File: src/rtl/ex_shift_var_pipe.sv
// Pipelined variable-amount shift/rotate unit for the EX lane (WIDTH bits, STAGES latency).
// Funnel shifts FSHL/FSHR (ops A/B) are built only when JX2_SHIFT_FUNNEL_EN is defined.
module ex_shift_var_pipe #(
  parameter int unsigned WIDTH  = 64,
  parameter int unsigned STAGES = 2
) (
  input  logic             clock,
  input  logic             reset,
  input  logic             exHold,
  input  logic             exFlush,
  input  logic             regInValid,
  input  logic [3:0]       regIdIxt,
  input  logic [WIDTH-1:0] regValRm,
  input  logic [7:0]       regValRn,
  input  logic [WIDTH-1:0] regValRo,
  input  logic             regInSrT,
  output logic             regOutValid,
  output logic [WIDTH-1:0] regOutVal,
  output logic             regOutSrT
);

  localparam int unsigned CNT_W  = $clog2(WIDTH);
  localparam int unsigned FINE_W = CNT_W / 2;
  localparam int unsigned VEC_W  = 2 * WIDTH + 1;

  // Every op is reduced to a right shift of {hi, lo, t}; left ops run on bit-reversed data.
  typedef struct packed {
    logic [VEC_W-1:0]  vec;
    logic [FINE_W-1:0] fine;
    logic              rev;
    logic              keep_t;
    logic              t_in;
  } stage_t;

  function automatic logic [WIDTH-1:0] f_rev(input logic [WIDTH-1:0] x);
    logic [WIDTH-1:0] y;
    for (int i = 0; i < int'(WIDTH); i++) y[i] = x[int'(WIDTH) - 1 - i];
    return y;
  endfunction

  // Fine shift, un-reverse and T select; returns {result, T}.
  function automatic logic [WIDTH:0] f_fine(input stage_t s);
    logic [WIDTH:0]   w;
    logic [WIDTH-1:0] res;
    w   = (WIDTH+1)'(s.vec >> s.fine);
    res = s.rev ? f_rev(w[WIDTH:1]) : w[WIDTH:1];
    return {res, (s.keep_t ? s.t_in : w[0])};
  endfunction

  logic [WIDTH-1:0] w_rm_rev;
  logic [WIDTH-1:0] w_hi;
  logic [WIDTH-1:0] w_lo;
  logic [WIDTH-1:0] w_dres;
  logic [7:0]       w_mag;
  logic [7:0]       w_amt;
  logic [CNT_W-1:0] w_n;
  logic             w_sign;
  logic             w_neg;
  logic             w_fill;
  logic             w_left;
  logic             w_is_shift;
  logic             w_rot;
  logic             w_keep;
  logic             w_direct;
  logic             w_dt;
  logic             w_sat;
  logic             w_tsat;
  logic [VEC_W-1:0] w_vec;
  stage_t           w_s1;
`ifdef JX2_SHIFT_FUNNEL_EN
  logic             w_fun;
`else
  logic             w_unused_ro;
  assign w_unused_ro = ^regValRo;
`endif

  // Decode, saturation and coarse shift (amount bits above FINE_W).
  always_comb begin
    w_s1       = '0;
    w_rm_rev   = f_rev(regValRm);
    w_sign     = regValRm[WIDTH-1];
    w_neg      = regValRn[7];
    w_mag      = w_neg ? 8'(-regValRn) : regValRn;
    w_amt      = regValRn;
    w_fill     = 1'b0;
    w_left     = 1'b0;
    w_is_shift = 1'b0;
    w_rot      = 1'b0;
    w_keep     = 1'b0;
    w_direct   = 1'b0;
    w_dres     = '0;
    w_dt       = regInSrT;
`ifdef JX2_SHIFT_FUNNEL_EN
    w_fun      = 1'b0;
`endif
    case (regIdIxt)
      4'h0: begin w_is_shift = 1'b1; w_left = 1'b1; end
      4'h1: w_is_shift = 1'b1;
      4'h2: begin w_is_shift = 1'b1; w_fill = w_sign; end
      4'h3: begin w_rot = 1'b1; w_left = 1'b1; w_keep = 1'b1; end
      4'h4: begin w_rot = 1'b1; w_keep = 1'b1; end
      4'h5: begin
        w_direct = 1'b1;
        w_dres   = {regValRm[WIDTH-2:0], regInSrT};
        w_dt     = regValRm[WIDTH-1];
      end
      4'h6: begin
        w_direct = 1'b1;
        w_dres   = {regInSrT, regValRm[WIDTH-1:1]};
        w_dt     = regValRm[0];
      end
      4'h7: begin
        w_is_shift = 1'b1;
        w_amt      = w_mag;
        w_left     = ~w_neg;
        w_fill     = w_neg & w_sign;
      end
      4'h8: begin
        w_is_shift = 1'b1;
        w_amt      = w_mag;
        w_left     = ~w_neg;
      end
`ifdef JX2_SHIFT_FUNNEL_EN
      4'hA: begin w_fun = 1'b1; w_left = 1'b1; w_keep = 1'b1; end
      4'hB: begin w_fun = 1'b1; w_keep = 1'b1; end
`endif
      default: w_direct = 1'b1;
    endcase

    w_lo = w_left ? w_rm_rev : regValRm;
    w_hi = w_rot ? w_lo : {WIDTH{w_fill}};
`ifdef JX2_SHIFT_FUNNEL_EN
    if (w_fun) w_hi = w_left ? f_rev(regValRo) : regValRo;
`endif
    w_n    = w_amt[CNT_W-1:0];
    w_sat  = w_is_shift && ({1'b0, w_amt} >= 9'(WIDTH));
    // Shifting by exactly WIDTH still reports the last real bit out.
    w_tsat = (w_amt == 8'(WIDTH)) ? w_lo[WIDTH-1] : w_fill;
    w_vec  = {w_hi, w_lo, regInSrT};

    if (w_direct) begin
      w_s1.vec = {{WIDTH{1'b0}}, w_dres, w_dt};
    end else if (w_sat) begin
      w_s1.vec = {{WIDTH{1'b0}}, {WIDTH{w_fill}}, w_tsat};
    end else begin
      w_s1.vec    = w_vec >> {w_n[CNT_W-1:FINE_W], {FINE_W{1'b0}}};
      w_s1.fine   = w_n[FINE_W-1:0];
      w_s1.rev    = w_left;
      w_s1.keep_t = w_keep;
      w_s1.t_in   = regInSrT;
    end
  end

  stage_t         w_fin_src;
  logic           w_fin_v;
  logic [WIDTH:0] w_fin;
  logic [WIDTH:0] w_out_d;
  logic           w_out_v;

  generate
    if (STAGES == 1) begin : g_s1_comb
      assign w_fin_src = w_s1;
      assign w_fin_v   = regInValid;
    end else begin : g_s1_reg
      stage_t r_s1;
      logic   r_s1_v;
      always_ff @(posedge clock or negedge reset) begin
        if (!reset) begin
          r_s1_v <= 1'b0;
          r_s1   <= '0;
        end else if (exFlush) begin
          r_s1_v <= 1'b0;
        end else if (!exHold) begin
          r_s1_v <= regInValid;
          if (regInValid) r_s1 <= w_s1;
        end
      end
      assign w_fin_src = r_s1;
      assign w_fin_v   = r_s1_v;
    end
  endgenerate

  assign w_fin = f_fine(w_fin_src);

  generate
    if (STAGES == 3) begin : g_s2_reg
      logic [WIDTH:0] r_s2;
      logic           r_s2_v;
      always_ff @(posedge clock or negedge reset) begin
        if (!reset) begin
          r_s2_v <= 1'b0;
          r_s2   <= '0;
        end else if (exFlush) begin
          r_s2_v <= 1'b0;
        end else if (!exHold) begin
          r_s2_v <= w_fin_v;
          if (w_fin_v) r_s2 <= w_fin;
        end
      end
      assign w_out_d = r_s2;
      assign w_out_v = r_s2_v;
    end else begin : g_s2_bypass
      assign w_out_d = w_fin;
      assign w_out_v = w_fin_v;
    end
  endgenerate

  // Output stage; data keeps the last valid result between ops.
  always_ff @(posedge clock or negedge reset) begin
    if (!reset) begin
      regOutValid <= 1'b0;
      regOutVal   <= '0;
      regOutSrT   <= 1'b0;
    end else if (exFlush) begin
      regOutValid <= 1'b0;
    end else if (!exHold) begin
      regOutValid <= w_out_v;
      if (w_out_v) {regOutVal, regOutSrT} <= w_out_d;
    end
  end

endmodule

File: config.mk
export PLATFORM = sky130hd
export DESIGN_NAME = ex_shift_var_pipe
export DESIGN_NICKNAME = d
export VERILOG_FILES = /design/src/rtl/ex_shift_var_pipe.sv
export SDC_FILE = /design/constraint.sdc
export NUM_CORES = 1
export LEC_CHECK = 0
export CAP_MARGIN = 10
export CORE_ASPECT_RATIO = 0.5
export CORE_MARGIN = 2
export CORE_UTILIZATION = 55
export CTS_CLUSTER_SIZE = 14
export DETAILED_ROUTE_END_ITERATION = 8
export PLACE_DENSITY = 0.92
export RECOVER_POWER = 100
export SYNTH_ARGS = -nofsm -noshare
export SYNTH_HDL_FRONTEND = slang
export SYNTH_SLANG_ARGS = --single-unit
File: constraint.sdc
create_clock -name clock -period 3.6 [get_ports clock]
set_input_delay 0.72 -clock clock [delete_from_list [all_inputs] [get_ports clock]]
set_output_delay 0.72 -clock clock [all_outputs]
set_load 0.005 [all_outputs]
==> results of run 1 <==
==> what timing repair did <==
item,4_1_cts
resized for setup,1
hold endpoints to repair,0
endpoints found under the setup margin,1
==> per-stage QoR <==
step / setup slack [ns] / hold slack [ns] / cell area (um^2)
CTS: 0.02982 / 0.2802 / 18010
detailed placement: -0.4081 / 0.4699 / 17440
floorplan: 0.2499 / 0.4244 / 13880
global placement: -0.2793 / 0.4622 / 17440
==> logic make-up after synthesis <==
| family | synth area share |
|---|---|
| DFF | 0.2614 |
| AOI/OAI and AO/OA | 0.2231 |
| buffers and inverters | 0.04831 |
| muxes | 0.3563 |
| xor gates and xnor gates | 0.006399 |
| and+or+nand+nor | 0.1021 |
| adders and majority gates | 0.002523 |
==> metal layers <==
metal / GRT overflow / global-route usage
met1: 0 / 0.5913
met2: 1 / 0.6995
met3: 0 / 0.4185
met4: 0 / 0.4571
met5: 0 / 0.2934
==> impl_metrics.toml, run 1 <==
[floorplanning]
die_w_um = 228.7
fp.dieH_um = 116.3
rows = 41
io-pin-count = 212
start_util = 0.5557

[synth]
synthArstFlopShare = 1.000
synth_warnings = 0
synth_edf_count = 0
ys_top_cells_by_area = "dfrtp_1, mux4_2, mux2i_1, mux2_2, a221oi_1"
synth_ff_type = "dfrtp_1"
synth.most_common_cell = "nand2_1"
synth_cells = 1424
synth.distinct_cells = 72
synth.largest_area_cell = "dfrtp_1"
synth_seq_cells = 145
syn-cell-area_um2 = 13880
synth_seq_area_share = 0.2614
synth.top_cells.by_count = "nand2_1, dfrtp_1, mux2i_1"
synth_top_area_frac = 0.2614
syn_area_per_cell_um2 = 9.750
synth_nets = 1572

[place]
dp_hpwl_um = 46510
place_congestion = 1.270
portBuffers = 147
dp.cells = 2027

[cts]
numCtsBuffers = 17
cts_max_level = 4
hold_buffers = 0
ctsLongestPathBuffers = 2
cts_root_buffer = "clkbuf_16"
cts_post_setup_buffers_inserted = 0
cts_sinks = 145

[status]
outcome = "stopped before the end"
error = "[ERROR GRT-0232] Routing congestion too high. Check the congestion heatmap in the GUI."
lastStage = "global routing"

[sta]
worstEpCategory = "register data pin"
crit_endpoint = "g_s1_reg.r_s1[17]$_DFFE_PN0P_/D"

[global_route]
grt_max_degree = 81
grt_overflow = 1
track_usage = 0.5554
==> run 2, diff against run 1 <==
- CORE_ASPECT_RATIO: 0.5 -> not set
- CORE_UTILIZATION: 55 -> 40
- CTS_CLUSTER_SIZE: 14 -> not set
- PLACE_DENSITY: 0.92 -> not set
- PLACE_DENSITY_LB_ADDON: not set -> 0.15
==> run 2 against run 1 <==
The flow now finishes, with violations (max-capacitance violations, max-slew violations). Area after synthesis unchanged. Synthesized cell count is the same.
==> impl_metrics.toml, run 2 <==
[status]
outcome = "complete, but fails checks"
failed_checks = "max-capacitance violations, max-slew violations"

[worst_hold_path]
hold_path_depth = 2
worstHoldEndpoint = "regOutVal[59]"
holdCritPathClass = "flip-flop to flip-flop"
hp-start = "regOutVal[59]"

[synth]
synth.most_common_cell = "nand2_1"
ys_top_cells_by_area = "dfrtp_1, mux4_2, mux2i_1, mux2_2, a221oi_1"
synth_cells = 1424
syn-cell-area_um2 = 13880
yosys.area_share.simple = 0.1021
synth_edf_count = 0
synth.distinct_cells = 72
synth_xor_area_frac = 0.006399
synth.largest_area_cell = "dfrtp_1"
synth_top_family_by_area = "multiplexers"
yosys.area_share.adder = 0.002523
synth_nets = 1572
synth_top_area_frac = 0.2614
synth_compound_gate_area_share = 0.2231
synth.top_cells.by_count = "nand2_1, dfrtp_1, mux2i_1"
synth_ff_type = "dfrtp_1"
synth_seq_cells = 145
syn_area_per_cell_um2 = 9.750
synth_seq_area_share = 0.2614
synth_warnings = 0
muxShareOfSynthArea = 0.3563
synthArstFlopShare = 1.000

[final_layout]
top_register = "g_s1_reg.r_s1"
largestRegisters = "g_s1_reg.r_s1 (78), regOutVal (64)"
fillers = 3193
area_growth_syn_to_layout_pct = 35.52
layout.nets = 1915
diodes = 0
drive_above_1_share = 0.3277
final_common_cell = "buf_4"
layout_common_cells = "buf_4, nand2_1, dfrtp_1"
largest_reg_flops = 78

[sta]
fin_ws_ns = 0.03419
finalHoldViolCount = 0
fmax_mhz = 280.4
slew_headroom = -0.1841
fin_crit_sh = 0.9905
finalCriticalPeriod_ns = 3.566
finalSetupViolations = 0
rsz0062_at_grt = "no"
maxSlewViolCount = 71
tightest_slew_ns = 1.776
finClkSkew_ns = 0.008769
hold_ws_ns = 0.4696

[route]
antenna_left = 0
drt-vias-per-instance = 6.590
drc = 0
routed-via-count = 14720
drt-initial-drc-count = 1834
drt_wl_total_um = 63950
post_drt_wl_per_cell_um = 28.63
dr.pass1.iters = 6

[global_route]
grt_pass1_vias = 13950
grt_max_degree = 81
antenna_found_initial = 0
grt_pass1_wl_um = 94070
track_usage = 0.3558
grt_overflow = 0

[power_and_ir_drop]
powerDensity_nw_per_um2 = 479.6
p_switching_uw = 3260
intPower_uw = 5763
ir_drop_uv = 343.4
switching_share = 0.3613
p_seq_frac = 0.292
leakagePower_uw = 0.007888
p_clk_frac = 0.213
p_comb_frac = 0.495

[place]
dpl_worst_slack_ns = -0.5171
portBuffers = 147
dp_hpwl_um = 50390
place_congestion = 1.021

[critical_path]
reg2regPathDepth = 4
worstPathMaxFanout = 20
crit_arrival_ns = 3.88
startpoint = "regIdIxt[2]"
cp.required_ns = 3.91
start_kind = "input pin"
cp-end-kind = "flip-flop"
r2r_slack_ns = 0.37
rr_startpoint = "g_s1_reg.r_s1[3]"
r2r_end = "regOutVal[34]"
criticalPathCategory = "input pin to flip-flop"

[cts]
numCtsBuffers = 17
cts.reportedPaths.clkPinSlew_ns = 0.06
clk_latency_ns = 0.44
ctsLongestPathBuffers = 2
cts_max_level = 4
cts_root_buffer = "clkbuf_16"
cts_sinks = 145
cts_tree = "built"

[floorplanning]
core-area_um2 = 34370
io-pin-count = 212
fp.dieH_um = 190.3
die_w_um = 190.3
start_util = 0.4039
rows = 68
dieArea_um2 = 36210

[job]
max-cap-violations = 1
run 2: cell counts after synthesis:
Identical to the previous run, type by type.
run 2: area by class of cell:
type                    count  area [um^2]  area share
flip-flops and latches    145         3633      0.1931
clock inverters            10        158.9    0.008446
well taps                 455        569.3     0.03026
inverters                   6        22.52    0.001197
repair buffers            476         4229      0.2248
multi-input cells        1121         9731      0.5172
clock buffers              21        470.5     0.02500
run 2: power by group through the flow:
stage / combinational (uW) / sequential [uW] / clock [uW]
floorplan: 2440 / 2480 / 0
global placement: 4480 / 2650 / 0
detailed placement: 4520 / 2680 / 0
CTS: 4540 / 2650 / 1950
global route: 4750 / 2710 / 2010
finish: 4470 / 2630 / 1920
run 2: cells by family after synthesis:
logic type,count (synthesis)
compound gates,448
mux,328
flops,145
buf+inv,158
simple gates,334
xor+xnor,8
fa+ha+maj,3
run 2: timing repair:
action,CTS,global route
hold buffers,0,0
setup buffers,0,6
pin swaps,2,4
endpoints found under the hold margin,0,0
resized for setup,5,9
endpoints found under the setup margin,4,17
run 2: how the worst max path moves through the flow:
stage | to | slack [ns] | cells past startpoint
finish | g_s1_reg.r_s1[19] | 0.03 | 12
global placement | g_s1_reg.r_s1[74] | -0.50 | 12
floorplan | g_s1_reg.r_s1[48] | 0.25 | 10
global route | g_s1_reg.r_s1[72] | 0.002 | 11
detailed placement | g_s1_reg.r_s1[15] | -0.52 | 11
CTS | g_s1_reg.r_s1[19] | 0.03 | 12
run 2: per-layer routing:
layer | vias to the layer above | share of wire | track usage
met3 | 161 | 0.090 | 0.04361
li1 | 6344 | - | -
met4 | 0 | 0.049 | 0.1527
met1 | 7209 | 0.43 | 0.5117
met5 | - | 0 | 0
met2 | 1008 | 0.43 | 0.5403
run 2: through the flow:
step / power [uW] / std cells / setup TNS [ns] / cell area [um^2] / util
after global placement: 7125 / 2197 / -18.91 / 18150 / 0.5280
after global routing: 9471 / 2234 / 0 / 18810 / 0.5474
final: 9023 / 2234 / 0 / 18810 / 0.5474
after CTS: 9136 / 2228 / 0 / 18800 / 0.5468
after floorplan: 4919 / 1424 / 0 / 13880 / -
after detailed placement: 7197 / 2197 / -21.42 / 18150 / 0.5280
run 2: worst max-delay path: stages:
cell,delay (ns)
clkdlybuf4s50_1,0.42
or4b_4,0.58
a21oi_4,0.24
xor2_4,0.22
buf_12,0.23
buf_12,0.17
mux2i_1,0.23
mux2_2,0.18
o21ai_0,0.15
buf_4,0.20
o211ai_1,0.38
a21oi_1,0.13
Power figures use the tool's default switching activity.
==> run 3, diff against run 2 <==
- SKIP_LAST_GASP: not set -> 1
==> run 3 against run 2 <==
The flow still finishes with violations (max-capacitance violations, max-slew violations). Sequential share of layout area hardly changed. Global-route usage stayed put. Count of clock-buffer cells in the layout stayed put. Setup slack worse by 0.012 ns. Critical path depth stayed put. Via count is 0.20% higher. Highest routed layer unchanged. Maximum frequency is 0.34% lower. Worst hold slack hardly changed. Design area is 0.17% higher. Sequential cell count stayed put. Cell count hardly changed. Clock power hardly changed.
==> impl_metrics.toml, run 3 (synthesis gave the netlist of run 2 again) <==
[status]
outcome = "complete, but fails checks"
failed_checks = "max-capacitance violations, max-slew violations"

[critical_path]
path_common_cell = "buf_12"
start_kind = "input pin"
worstPathMaxFanout = 20
cpPeakStageDelay_ns = 0.58
crit_family = "buffers and inverters"
cp-end-kind = "flip-flop"
crit_arrival_ns = 3.89
critPathBufInv = 4
criticalPathCategory = "input pin to flip-flop"
cp.required_ns = 3.91
crit_chain = "clkdlybuf4s50_1, or4b_4, a21oi_4, xor2_4, buf_12, buf_12, mux2i_1, mux2_2, o21ai_0, buf_4, o211ai_1, a21oi_1"
slowest_stage = "or4b_4"

[power_and_ir_drop]
ir_drop_uv = 341.2
powerDensity_nw_per_um2 = 479.2
leakagePower_uw = 0.007915

[cts]
cts_sinks = 145
cts_root_buffer = "clkbuf_16"
clk_latency_ns = 0.44
ctsLongestPathBuffers = 2
numCtsBuffers = 17
cts.reportedPaths.clkPinSlew_ns = 0.06
hold_buffers = 0
cts_tree = "built"
cts_max_level = 4

[sta]
tightest_slew_ns = 1.788
finalSetupViolations = 0
fin_ws_ns = 0.02186
finClkSkew_ns = 0.009927
maxSlewViolCount = 71
finalHoldViolCount = 0
fin_crit_sh = 0.9939
finalCriticalPeriod_ns = 3.578
rsz0062_at_grt = "yes"
slew_headroom = -0.1918
fmax_mhz = 279.5

[floorplanning]
core-area_um2 = 34370
io-pin-count = 212
fp.dieH_um = 190.3
start_util = 0.4039
die_w_um = 190.3
dieArea_um2 = 36210
rows = 68

[worst_hold_path]
holdCritPathClass = "flip-flop to flip-flop"

[global_route]
met1_usage = 0.5117
grtUsageMet3 = 0.04361
grt_max_degree = 81
grt_overflow = 0
use_met2 = 0.5403
antenna_found_initial = 0
track_usage = 0.3558
grt-busiest-layer = "met2"
grt_pass1_vias = 13950
grt_pass1_wl_um = 94070

[place]
dpl_worst_slack_ns = -0.5171
dp_hpwl_um = 50390
post_dp_cell_area_um2 = 18150
place_congestion = 1.021
portBuffers = 147

[route]
dr.pass1.iters = 8
post_drt_wl_per_cell_um = 28.65
drc = 0
drt-vias-per-instance = 6.606
drt_wl_total_um = 63970
antenna_left = 0
routed-via-count = 14750
drt-initial-drc-count = 1851

[final_layout]
diodes = 0
final_common_cell = "buf_4"
largestRegisters = "g_s1_reg.r_s1 (78), regOutVal (64)"
layout.nets = 1914
area_growth_syn_to_layout_pct = 35.74
final_cell_area_um2 = 18850
postLayoutCoreUtil = 0.5483
top_register = "g_s1_reg.r_s1"
layout_common_cells = "buf_4, nand2_1, dfrtp_1"
drive_above_1_share = 0.3285
largest_reg_flops = 78

[job]
max-cap-violations = 1
-- run 3: stage by stage --
stage | setup TNS [ns] | cells | hold WS [ns] | power, uW
global route | -0.003965 | 2233 | 0.5089 | 9480
floorplan | 0 | 1424 | 0.4244 | 4919
finish | 0 | 2233 | 0.4696 | 9032
global placement | -18.91 | 2197 | 0.4635 | 7125
CTS | -0.003289 | 2228 | 0.3056 | 9137
detailed placement | -21.42 | 2197 | 0.4700 | 7197
-- run 3: cell type report --
type,instances,area (um^2)
fill,3181,15530
multi-input combinational,1121,9721
timing repair buffer,475,4270
sequential,145,3633
tap,455,569.3
clock buffer,21,470.5
clock inverter,10,158.9
inverter,6,22.52
-- run 3: worst paths after layout --
kind,cells past startpoint,from,slack (ns),endpoint
max,12,regIdIxt[2],0.02,g_s1_reg.r_s1[19]
min,2,regOutVal[59],0.47,regOutVal[59]
max reg2reg,4,g_s1_reg.r_s1[3],0.37,regOutVal[34]
min reg2reg,2,regOutVal[59],0.47,regOutVal[59]
max in group asynchronous,2,reset,0.94,g_s1_reg.r_s1[35]
min in group asynchronous,1,reset,0.77,regOutVal[61]
-- run 3: repair_timing --
| item | CTS | global route |
|---|---|---|
| pin swaps | 2 | 4 |
| endpoints found under the setup margin | 4 | 24 |
| buffers inserted | 0 | 5 |
| resized for setup | 4 | 8 |
-- run 3: routing by layer --
layer  part of all wire  vias up  routed length [um]
li1                   -     6348                   -
met1               0.43     7281               27530
met2               0.44      963               27980
met3              0.085      160                5468
met4              0.047        0                2991
met5                  0        -                   0
-- run 3: where the power goes --
group	switching (uW)	total (uW)	internal, uW
Sequential	497	2630	2140
Combinational	2050	4480	2430
Clock	710	1920	1210
-- run 3: worst reg2reg max path, delay by kind of cell, from the launching register on --
kind	cells	cell delay, ns
buf+inv	1	0.59
flops	1	1.08
mux	3	1.43
